===== src/rtl/acc_to_bf16_pipe.sv =====
// ============================================================================
// Module   : acc_to_bf16_pipe
// Purpose  : multi-lane, 3-stage signed-accumulator to bfloat16 converter
// Revision : 1.0
// ============================================================================
`default_nettype none

module acc_to_bf16_pipe #(
  parameter int ACC_W      = 20,
  parameter int LANES      = 4,
  parameter int EXP_OFFSET = 24,
  parameter int ROUND_MODE = 1,
  parameter int SATURATE   = 1
) (
  input  logic                   clk,
  input  logic                   rst_n,
  input  logic                   in_valid,
  output logic                   in_ready,
  input  logic [LANES*ACC_W-1:0] in_acc,
  input  logic [7:0]             in_shift,
  output logic                   out_valid,
  input  logic                   out_ready,
  output logic [LANES*16-1:0]    out_bf16,
  input  logic                   flag_clr,
  output logic                   range_flag
);

  localparam int LW = $clog2(ACC_W);
  localparam int EW = 16;
  localparam int XW = ACC_W + 8;
  localparam logic signed [EW-1:0] EXP_BIAS = EW'(127 - EXP_OFFSET);
  localparam logic signed [EW-1:0] EXP_MAX  = 16'sd255;
  localparam logic signed [EW-1:0] EXP_MIN  = 16'sd0;
  localparam logic [14:0] OVF_PATTERN = (SATURATE != 0) ? 15'h7F7F : 15'h7F80;

  logic             s1_valid_d, s1_valid_q;
  logic             s2_valid_d, s2_valid_q;
  logic             s3_valid_d, s3_valid_q;
  logic [7:0]       s1_shift_d, s1_shift_q;
  logic             range_flag_d, range_flag_q;
  logic             s1_ready, s2_ready, s3_ready;
  logic             s1_load, s2_load, s3_load, s3_drain;
  logic [LANES-1:0] lane_range;

  always_comb begin
    s3_ready     = !s3_valid_q || out_ready;
    s2_ready     = !s2_valid_q || s3_ready;
    s1_ready     = !s1_valid_q || s2_ready;
    s1_load      = in_valid && s1_ready;
    s2_load      = s1_valid_q && s2_ready;
    s3_load      = s2_valid_q && s3_ready;
    s3_drain     = s3_valid_q && out_ready;
    s1_valid_d   = s1_ready ? in_valid : s1_valid_q;
    s2_valid_d   = s2_ready ? s1_valid_q : s2_valid_q;
    s3_valid_d   = s3_ready ? s2_valid_q : s3_valid_q;
    s1_shift_d   = s1_load ? in_shift : s1_shift_q;
    range_flag_d = range_flag_q;
    // a range event on the departing beat wins over a same-cycle clear
    if (s3_drain && (|lane_range)) begin
      range_flag_d = 1'b1;
    end else if (flag_clr) begin
      range_flag_d = 1'b0;
    end
  end

  always_ff @(posedge clk) begin
    if (!rst_n) begin
      s1_valid_q   <= 1'b0;
      s2_valid_q   <= 1'b0;
      s3_valid_q   <= 1'b0;
      s1_shift_q   <= 8'h00;
      range_flag_q <= 1'b0;
    end else begin
      s1_valid_q   <= s1_valid_d;
      s2_valid_q   <= s2_valid_d;
      s3_valid_q   <= s3_valid_d;
      s1_shift_q   <= s1_shift_d;
      range_flag_q <= range_flag_d;
    end
  end

  assign in_ready   = s1_ready;
  assign out_valid  = s3_valid_q;
  assign range_flag = range_flag_q;

  for (genvar i = 0; i < LANES; i++) begin : g_lane
    logic [ACC_W-1:0]        acc;
    logic                    s1_sign_d, s1_sign_q;
    logic [ACC_W-1:0]        s1_mag_d, s1_mag_q;
    logic [LW-1:0]           lead;
    logic                    s2_sign_d, s2_sign_q;
    logic                    s2_zero_d, s2_zero_q;
    logic [ACC_W-2:0]        s2_frac_d, s2_frac_q;
    logic signed [EW-1:0]    s2_exp_d, s2_exp_q;
    logic [XW-1:0]           ext;
    logic [6:0]              mant;
    logic                    guard, sticky, round_up;
    logic [7:0]              mant_inc;
    logic signed [EW-1:0]    exp_r;
    logic [15:0]             s3_bf16_d, s3_bf16_q;
    logic                    s3_range_d, s3_range_q;

    // S1: sign/magnitude; the most negative input maps to 2^(ACC_W-1) unsigned
    always_comb begin
      acc       = in_acc[i*ACC_W +: ACC_W];
      s1_sign_d = s1_sign_q;
      s1_mag_d  = s1_mag_q;
      if (s1_load) begin
        s1_sign_d = acc[ACC_W-1];
        s1_mag_d  = acc[ACC_W-1] ? (~acc + ACC_W'(1)) : acc;
      end
    end

    // S2: leading-one detect; keep only the bits below the leading one
    always_comb begin
      lead = '0;
      for (int b = 0; b < ACC_W; b++) begin
        if (s1_mag_q[b]) lead = LW'(b);
      end
      s2_sign_d = s2_sign_q;
      s2_zero_d = s2_zero_q;
      s2_frac_d = s2_frac_q;
      s2_exp_d  = s2_exp_q;
      if (s2_load) begin
        s2_sign_d = s1_sign_q;
        s2_zero_d = (s1_mag_q == '0);
        s2_frac_d = s1_mag_q[ACC_W-2:0] << (LW'(ACC_W-1) - lead);
        s2_exp_d  = $signed({{(EW-LW){1'b0}}, lead}) + EXP_BIAS
                  + $signed({{(EW-8){s1_shift_q[7]}}, s1_shift_q});
      end
    end

    // S3: round, range check, assemble
    always_comb begin
      ext        = {s2_frac_q, 9'b0};
      mant       = ext[XW-1 -: 7];
      guard      = ext[XW-8];
      sticky     = |ext[XW-9:0];
      round_up   = (ROUND_MODE != 0) && guard && (sticky || mant[0]);
      mant_inc   = {1'b0, mant} + {7'b0, round_up};
      exp_r      = s2_exp_q + $signed({{(EW-1){1'b0}}, mant_inc[7]});
      s3_bf16_d  = s3_bf16_q;
      s3_range_d = s3_range_q;
      if (s3_load) begin
        if (s2_zero_q) begin
          s3_bf16_d  = 16'h0000;
          s3_range_d = 1'b0;
        end else if (exp_r >= EXP_MAX) begin
          s3_bf16_d  = {s2_sign_q, OVF_PATTERN};
          s3_range_d = 1'b1;
        end else if (exp_r <= EXP_MIN) begin
          s3_bf16_d  = {s2_sign_q, 15'h0000};
          s3_range_d = 1'b1;
        end else begin
          s3_bf16_d  = {s2_sign_q, exp_r[7:0], mant_inc[6:0]};
          s3_range_d = 1'b0;
        end
      end
    end

    always_ff @(posedge clk) begin
      if (!rst_n) begin
        s1_sign_q  <= 1'b0;
        s1_mag_q   <= '0;
        s2_sign_q  <= 1'b0;
        s2_zero_q  <= 1'b0;
        s2_frac_q  <= '0;
        s2_exp_q   <= '0;
        s3_bf16_q  <= 16'h0000;
        s3_range_q <= 1'b0;
      end else begin
        s1_sign_q  <= s1_sign_d;
        s1_mag_q   <= s1_mag_d;
        s2_sign_q  <= s2_sign_d;
        s2_zero_q  <= s2_zero_d;
        s2_frac_q  <= s2_frac_d;
        s2_exp_q   <= s2_exp_d;
        s3_bf16_q  <= s3_bf16_d;
        s3_range_q <= s3_range_d;
      end
    end

    assign out_bf16[i*16 +: 16] = s3_bf16_q;
    assign lane_range[i]        = s3_range_q;
  end

endmodule

`default_nettype wire


===== config.mk =====
export PLATFORM = sky130hd
export DESIGN_NAME = acc_to_bf16_pipe
export DESIGN_NICKNAME = d
export VERILOG_FILES = /design/src/rtl/acc_to_bf16_pipe.sv
export SDC_FILE = /design/constraint.sdc
export NUM_CORES = 1
export LEC_CHECK = 0
export ABC_AREA = 0
export CAP_MARGIN = 20
export CORE_MARGIN = 2
export CORE_UTILIZATION = 50
export DETAILED_ROUTE_END_ITERATION = 16
export DONT_BUFFER_PORTS = 1
export PLACE_DENSITY = 0.76
export SLEW_MARGIN = 30
export SYNTH_ARGS = -nofsm -noshare
export SYNTH_HDL_FRONTEND = slang
export SYNTH_SLANG_ARGS = --single-unit

===== constraint.sdc =====
create_clock -name clk -period 5.3 [get_ports clk]
set_input_delay 0.53 -clock clk [delete_from_list [all_inputs] [get_ports clk]]
set_output_delay 0.53 -clock clk [all_outputs]
set_load 0.01 [all_outputs]

==> results.txt <==
row count: 70
combinational fraction of design power: 0.275
CTS resizes: 0
Die W: 196 um
Max Cap Viol: 0
grt ovf: 0
Sw Pwr: 2.25 mW
I/O Buffers: 0
worst path arrival time: 4.74 ns
Int Power: 4.49 mW
Post-synth EDFFs: 0
crit path launch: g_lane[1].s1_mag_q[19]
register area share after synthesis: 0.312
number of global-route vias before repair: 15878
Area Overhead vs Synth: 7.59%
Seq pwr share: 0.370
YS warnings: 0
Synth area leaders: dfxtp_1, mux2i_1, nand2_1, a21oi_1, nor2_1
Peak Freq: 233 MHz
Post-DRT Antenna Nets: 0
Compound-Gate Fraction of Synth Area: 0.245
root buffer cell: clkbuf_16
final slew viol count: 0
largest family of logic cells by synthesized area: compound AO/OA/AOI/OAI gates
Crit. End Element: flip-flop
post-synth top area share: 0.312
most common cell in the netlist: dfxtp_1
total wire length: 51000 um
Synth Register Bits: 288
Wirelength per Cell: 18.5 um
layout cells sized above 1: 0.0526
min-delay src: in_shift[7]
Power Total: 6.74 mW
xor/xnor share of the synthesized area: 0.0735
met1 Resource Use GR: 0.358
Worst Clk Skew: 0.0134 ns
H-tree Lvls: 2
class of the worst hold path: input port to flip-flop
number of diodes: 0
most used routing layer: met2
Final #Nets: 2426
outcome: complete, no violations
Max IR drop VDD: 192 uV
area of the die: 0.0385 mm^2
Simple-Gate Fraction of Synth Area: 0.209
Num CTS Buffers: 34
final hold vios: 0
die height: 196 um
# DRC: 0
worst skew pair latency: 0.52 ns
mapped cell area: 0.0185 mm^2
core footprint: 0.0365 mm^2
Via density: 6.20
Top Ports: 160
critical path class: flip-flop to flip-flop
clock power share: 0.356
Sink Count: 288
fin crit share: 0.810
min Tclk post-route: 4.29 ns
CP Data Required Time: 5.75 ns
PD cells: 339 mW/mm^2
GPL Wtd Cong: 0.922
Fin Setup TNS: 0 ns
Initial DRT Pass Iterations: 8
main flop type after synthesis: dfxtp_1
Post-Synthesis Cells: 2335
asr flop ratio synth: 0
HPWL Detailed: 37300 um
global-route wire length before repair: 82100 um
Least-Margin Pin Slew: 0.888 ns
GRT Util Overall: 0.257
Worst slew margin: 0.406
CTS tree: built
FF-to-FF path depth: 16
Post-CTS Setup Inserts: 0
Mean Syn Cell Area: 7.91 um^2
Leak Pwr: 7.64 nW
Synth cell types: 94
reg2reg start: g_lane[1].s1_mag_q[19]
R2R setup slack: 1.01 ns
largest net degree at the start of global routing: 131
Worst-path clk slew: 0.06 ns
Clock Path Buffers: 3
unrepaired setup endpoints after global routing: false
Initial Util: 0.506
most frequent cells after synthesis: dfxtp_1, nand2_1, nor2_1
Startpoint Class: flip-flop
met3 usage: 0.0413
Setup Viol. Count Final: 0
Initial DRC Count: 1505
Hold-fix buffers, CTS: 0
Via Count: 17047
hold path depth: 2
grt met2 use: 0.407
Hold Path Sink: s1_shift_q[7]
RR Endpoint: g_lane[1].s2_exp_q[8]
Synth Area in Adders: 0.0504
Sw Share: 0.333
largest fanout on the critical path: 15
multiplexer area fraction after synthesis: 0.0635
Synth area leader: dfxtp_1
initial antenna violation count: 0
==> area by class of cell <==
| type | instances | area [um^2] |
|---|---|---|
| Sequential cell | 288 | 5770 |
| Clock inverter | 15 | 190 |
| Fill cell | 3406 | 16600 |
| Tap cell | 468 | 586 |
| Timing Repair Buffer | 18 | 160 |
| Clock buffer | 43 | 956 |
| Multi-Input combinational cell | 1845 | 11900 |
| Inverter | 74 | 283 |
==> layer usage <==
| metal | routed length [um] | up-vias |
|---|---|---|
| met2 | 22500 | 596 |
| met3 | 3460 | 108 |
| met4 | 1460 | 0 |
| met1 | 23500 | 7935 |
| li1 | - | 8408 |
| met5 | 0 | - |
==> worst max-delay path, cell delays in order (launching register included) <==
cell and delay [ns]:
dfxtp_1 0.59, nor2b_1 0.13, nor3_1 0.31, nor3b_1 0.23, a21o_1 0.55, inv_1 0.25, ha_1 0.34, inv_1 0.06
fa_1 0.42, a21oi_1 0.16, o21bai_1 0.10, a21o_1 0.20, a21o_1 0.20, a21oi_1 0.17, o21bai_1 0.09, mux2_2 0.27
a21oi_1 0.13
==> power groups by stage <==
stage / logic [mW] / clock network, mW / registers (mW)
2_1_floorplan: 1.48 / 0 / 2.45
3_3_place_gp: 1.77 / 0 / 2.52
6_report: 1.85 / 2.40 / 2.49
4_1_cts: 1.83 / 2.43 / 2.49
3_5_place_dp: 1.81 / 0 / 2.53
5_1_grt: 2.04 / 2.53 / 2.51
==> stage by stage <==
step	setup WS (ns)	instances	hold WS [ns]	area, um^2	util
final	1.01	2751	0.141	19900	0.544
after detailed placement	1.09	2693	0.444	18700	0.513
after CTS	1.06	2751	0.126	19900	0.544
after floorplan	1.81	2345	0.426	18500	-
after global routing	0.684	2751	0.128	19900	0.544
after global placement	1.29	2693	0.439	18700	0.513
==> placed cells by master, fill, tap and decap left out, types with 35 or more instances in the layout <==
cell type  netlist  final
dfxtp_1        288    288
nand2_1        243    241
nor2_1         237    236
a21oi_1        180    180
mux2i_1        107    107
xor2_1         100    100
o21ai_0         98     98
a211oi_1        82     82
nand3_1         76     76
ha_1            68     68
inv_1           66     66
xnor2_1         55     55
nor3_1          52     52
a22oi_1         48     48
clkbuf_16        0     35
==> state kept, by name, indices dropped and copies added (netlist names) <==
| signal | cells |
|---|---|
| g_lane.s1_mag_q | 80 |
| g_lane.s1_sign_q | 4 |
| g_lane.s2_exp_q | 40 |
| g_lane.s2_frac_q | 76 |
| g_lane.s2_sign_q | 4 |
| g_lane.s2_zero_q | 4 |
| g_lane.s3_bf16_q | 64 |
| g_lane.s3_range_q | 4 |
| out_valid | 1 |
| range_flag | 1 |
| s1_shift_q | 8 |
| s1_valid_q | 1 |
| s2_valid_q | 1 |
==> cells by family (layout without fill, tap and decap cells) <==
group / Yosys count / in the layout
flops: 288 / 288
xor+xnor: 155 / 155
buf+inv: 212 / 150
simple gates: 816 / 816
compound gates: 675 / 675
fa+ha+maj: 72 / 72
other cells: 2 / 12
mux: 115 / 115
==> how the worst max path moves through the flow <==
| stage | end |
|---|---|
| after CTS | g_lane[1].s2_exp_q[8] |
| final | g_lane[1].s2_exp_q[8] |
| after detailed placement | g_lane[1].s2_exp_q[8] |
| after global placement | g_lane[1].s2_exp_q[8] |
| after floorplan | g_lane[3].s2_exp_q[8] |
| after global routing | g_lane[1].s2_exp_q[14] |
(Power assumes the default switching activity.)
